--- config.mk ---
export PLATFORM = sky130hd
export DESIGN_NAME = bcd_counter_9999
export DESIGN_NICKNAME = d
export VERILOG_FILES = /design/src/rtl/bcd_counter_9999.sv
export SDC_FILE = /design/constraint.sdc
export NUM_CORES = 1
export LEC_CHECK = 0
export BUFFER_PORTS_ARGS = -buffer_cell sky130_fd_sc_hd__buf_2
export CAP_MARGIN = 10
export CORE_MARGIN = 4
export CORE_UTILIZATION = 45
export CTS_CLUSTER_SIZE = 16
export DETAILED_ROUTE_END_ITERATION = 8
export GPL_ROUTABILITY_DRIVEN = 0
export GPL_TIMING_DRIVEN = 0
export PLACE_DENSITY = 0.73
export SLEW_MARGIN = 0
export SYNTH_ARGS = -nofsm -noshare
export SYNTH_HDL_FRONTEND = slang
export SYNTH_SLANG_ARGS = --single-unit
export TNS_END_PERCENT = 50
--- constraint.sdc ---
create_clock -name clk -period 3.9 [get_ports clk]
set_clock_uncertainty 0.2 [all_clocks]
set_input_delay 0.39 -clock clk [delete_from_list [all_inputs] [get_ports clk]]
set_output_delay 0.39 -clock clk [all_outputs]
set_load 0.05 [all_outputs]
--- src/rtl/bcd_counter_9999.sv ---
// Four-digit BCD event counter (0000-9999) advanced by rising edges of a slow
// tick that is sampled as data, synchronised and prescaled by STEP_DIV.
module bcd_counter_9999 #(
    parameter int SYNC_STAGES = 2,
    parameter int STEP_DIV    = 1
) (
    input  logic        clk,
    input  logic        rst,
    input  logic        tick,
    input  logic        run,
    input  logic        up,
    input  logic        clr,
    input  logic        load,
    input  logic [15:0] load_val,
    output logic [15:0] bcd,
    output logic        wrap,
    output logic        step_o
);

    localparam logic [9:0] PRESC_MAX = 10'(STEP_DIV - 1);

    logic [SYNC_STAGES-1:0] sync_q;
    logic                   hist_q;
    logic [9:0]             presc_q;
    logic [9:0]             presc_d;
    logic [15:0]            bcd_q;
    logic [15:0]            bcd_d;
    logic [15:0]            bcd_step;
    logic [15:0]            bcd_clamp;
    logic                   wrap_q;
    logic                   wrap_d;
    logic                   step_q;
    logic                   step_d;
    logic                   tick_edge;
    logic                   qual;
    logic                   step;
    logic                   carry;

    // The synchroniser and edge history run regardless of run/clr/load.
    always_ff @(posedge clk or posedge rst) begin
        if (rst) begin
            sync_q <= '0;
            hist_q <= 1'b0;
        end else begin
            sync_q <= {sync_q[SYNC_STAGES-2:0], tick};
            hist_q <= sync_q[SYNC_STAGES-1];
        end
    end

    assign tick_edge = sync_q[SYNC_STAGES-1] & ~hist_q;
    assign qual      = tick_edge & run;
    assign step      = qual & (presc_q == PRESC_MAX);

    always_comb begin
        presc_d = presc_q;
        if (clr || load) begin
            presc_d = '0;
        end else if (qual) begin
            presc_d = step ? 10'd0 : presc_q + 10'd1;
        end
    end

    // Ripple one unit through the digits; carry out of the top digit is the wrap.
    always_comb begin
        bcd_step  = bcd_q;
        bcd_clamp = '0;
        carry     = 1'b1;
        for (int i = 0; i < 4; i++) begin
            bcd_clamp[4*i +: 4] = (load_val[4*i +: 4] > 4'd9) ? 4'd9 : load_val[4*i +: 4];
            if (carry) begin
                if (up) begin
                    if (bcd_q[4*i +: 4] == 4'd9) begin
                        bcd_step[4*i +: 4] = 4'd0;
                    end else begin
                        bcd_step[4*i +: 4] = bcd_q[4*i +: 4] + 4'd1;
                        carry              = 1'b0;
                    end
                end else begin
                    if (bcd_q[4*i +: 4] == 4'd0) begin
                        bcd_step[4*i +: 4] = 4'd9;
                    end else begin
                        bcd_step[4*i +: 4] = bcd_q[4*i +: 4] - 4'd1;
                        carry              = 1'b0;
                    end
                end
            end
        end
    end

    always_comb begin
        bcd_d  = bcd_q;
        wrap_d = 1'b0;
        step_d = 1'b0;
        if (clr) begin
            bcd_d = '0;
        end else if (load) begin
            bcd_d = bcd_clamp;
        end else if (step) begin
            bcd_d  = bcd_step;
            wrap_d = carry;
            step_d = 1'b1;
        end
    end

    always_ff @(posedge clk or posedge rst) begin
        if (rst) begin
            presc_q <= '0;
            bcd_q   <= '0;
            wrap_q  <= 1'b0;
            step_q  <= 1'b0;
        end else begin
            presc_q <= presc_d;
            bcd_q   <= bcd_d;
            wrap_q  <= wrap_d;
            step_q  <= step_d;
        end
    end

    assign bcd    = bcd_q;
    assign wrap   = wrap_q;
    assign step_o = step_q;

endmodule

==> impl_results.md <==
- Number of synthesized flops with an enable pin: 0
- Post-DP HPWL: about 4200 µm
- Delay-heaviest family, CP: compound AO/OA/AOI/OAI gates
- Gr ovfl total: 0
- Setup TNS: 0 ns
- Max_cap viols: 0
- Req. time, crit path: 3.90 ns
- Clk Latency, worst-skew pair: 0.29 ns
- Syn avg cell area: 8.40 µm²
- Status: finished, final reports clean
- Seq cells post-synth: 31
- Hold_buf cts: 0
- Cell variety after synth: 60
- Pwr Density: about 310 nW/µm²
- Post-Syn Area: between 2000 and 2500 µm²
- Net Sw Power: roughly 0.32 mW
- Port Buffers: 37
- Tcrit/Tclk final: approximately 64%
- Vias in the first global route: 2051
- Synth async-reset ratio: 100%
- Worst slew pin tran: 0.534 ns
- Commonest register cell after synthesis: dfrtp_1
- Initial antenna violation count: 0
- Combinational Power Share: 30.0%
- Drt total wl: 5830 µm
- Mapped Nets: 323
- Clk slew on worst S/H paths: 0.07 ns
- Drt wl/cell: 14.4 µm
- CP Capture Type: flop
- CTS tree: done
- P&R area growth vs syn: 16.6%
- Vias per cell: 5.58
- Maximum clock path buffer count: 2
- Htree depth: 2
- NumNets Final: 369
- GRT Util Overall: between 10% and 20%
- CP Launch Type: flop
- PostCTS Resize Cnt: 0
- Worst path arrival time: between 2 and 3 ns
- Reg power frac: just over 40%
- Slowest stage delay, CP: 0.46 ns
- CP bufs+invs: 1
- Final number of setup-violating endpoints: 0
- TritonRoute pass-1 iters: 4
- Pre-CTS setup slack: 1.42 ns
- Die W: 81.2 µm
- Io pins: 41
- # rows: 26
- Peak VDD IR: ~0.22 mV
- Initial core utilization: 46.9%
- Most common cell after layout, fill and taps aside: buf_2
- Synth warnings: 0
- Die Span Y: 81.2 µm
- P_int: 0.555 mW
- # DRC: 0
- Post-route ant nets: 0
- Leak: 1.24 nW
- Seq/Total Area, Yosys: 32.2%
- Worst path cell trace: inv_1 -> ha_1 -> or3b_1 -> a21oi_4 -> nand4bb_4 -> a211o_1 -> a311oi_2
- Inserted Diodes: 0
- Switch share: a little under two fifths
- Final WS setup: 1.40 ns
- Root Buffer: clkbuf_8
- Fraction of layout cells with a size suffix above 1: 19.5%
- Pin count of the biggest net entering global routing: 32
- Relative slew slack: ~64%
- Cells after synthesis: between 200 and 300
- Final Max Tran Viols: 0
- Crit Path Class: reg2reg
- Postcts setup bufs: 0
- CP Max Fanout: 8
- Minimum clock period: 2.50 ns
- Worst min path class: in2reg
- Unrepaired setup endpoints after global routing: false
- Global-route wire length before repair: 9720 µm
- Final Hold Fails: 0
- # clock sinks: 31
- F_max: 400 MHz
- Core Area: 5140 µm²
- Clock share of power: 29.3%
- Total die area: 6590 µm²
- Commonest cells after routing, fill and taps aside: buf_2, dfrtp_1, nor2_1
- Cts bufs inserted: 5
- DRT iter0 DRCs: 112
- Critical-path top delay cell: dfrtp_1
- Via count: 2253
-- sequential cells by signal (all words and copies together), names as in the netlist --
name / flops
bcd: 16
presc_q: 10
sync_q: 2
hist_q: 1
step_o: 1
wrap: 1
-- Yosys cell counts (5+ instances only) --
master | count | area share [%]
clkbuf_1 | 15 | 2.3
mux2i_1 | 5 | 2.1
a211oi_1 | 5 | 1.6
a21oi_1 | 21 | 4.4
ha_1 | 13 | 6.7
nand2b_1 | 5 | 1.3
nor2_1 | 29 | 4.5
a31oi_1 | 7 | 1.8
nand3_1 | 8 | 1.7
o21ai_0 | 18 | 3.7
nand2_1 | 26 | 4.0
nand4_1 | 5 | 1.3
xor2_1 | 6 | 2.2
inv_1 | 14 | 2.2
nor3_1 | 6 | 1.2
dfrtp_1 | 31 | 32
-- through the flow --
| stage | total power, mW | hold slack [ns] | utilization, % | area, µm² | cells |
|---|---|---|---|---|---|
| 2_1_floorplan | 0.557 | 0.131 | - | 2410 | 287 |
| 3_3_place_gp | 0.617 | 0.133 | 52.2 | 2680 | 394 |
| 3_5_place_dp | 0.623 | 0.137 | 52.2 | 2680 | 394 |
| 4_1_cts | 0.881 | 0.00115 | 53.9 | 2770 | 402 |
| 5_1_grt | 0.928 | 0.00409 | 54.6 | 2810 | 404 |
| 6_report | 0.879 | 0.00590 | 54.6 | 2810 | 404 |
-- layer usage --
metal,global-route usage (%),wire [µm],share of wire [%]
met1,26.2,2710,47
met2,29.8,2710,46
met3,4.10,347,6.0
met4,4.05,58,1.0
met5,0,0,0
-- power by group through the flow --
stage	Combinational (mW)	Sequential [mW]	Clock (mW)
2_1_floorplan	0.149	0.409	0
3_3_place_gp	0.254	0.363	0
3_5_place_dp	0.258	0.364	0
4_1_cts	0.260	0.358	0.263
5_1_grt	0.291	0.361	0.276
6_report	0.263	0.358	0.257
-- path summary, 6_finish.rpt --
check / cells past startpoint / start / slack, ns / endpoint
worst max register to register: 7 / bcd[8] / 1.40 / bcd[13]
worst min register to register: 0 / sync_q[0] / 0.15 / sync_q[1]
min in group asynchronous: 3 / rst / 0.38 / presc_q[5]
worst max-delay path: 7 / bcd[8] / 1.40 / bcd[13]
worst min-delay path: 1 / tick / 0.006 / sync_q[0]
max in group asynchronous: 4 / rst / 2.71 / bcd[9]
-- cell type report --
class                      instances  area, µm²
fill                             517       2330
multi-input combinational        223       1500
sequential                        31        776
timing repair buffer              39        223
tap                               70       87.6
buffer                            19       82.6
clock buffer                       5       68.8
inverter                          14       52.6
clock inverter                     3       20.0
-- cell families after synthesis --
kind of cell	after synthesis	share of synthesized area (%)
simple gates	114	27.2
compound gates	79	21.5
buf+inv	33	5.61
flops	31	32.2
fa+ha+maj	13	6.75
xor+xnor	9	3.27
mux	8	3.48
-- worst register-to-register path: cells and delay by family (launching register included) --
family	cells	cell delay, ns
adder cells (fa/ha/maj)	1	0.29
buffers and inverters	1	0.14
AND/OR/NAND/NOR	2	0.59
AO/OA/AOI/OAI	3	0.74
flip-flops	1	0.46
Power figures use the tool's default switching activity.
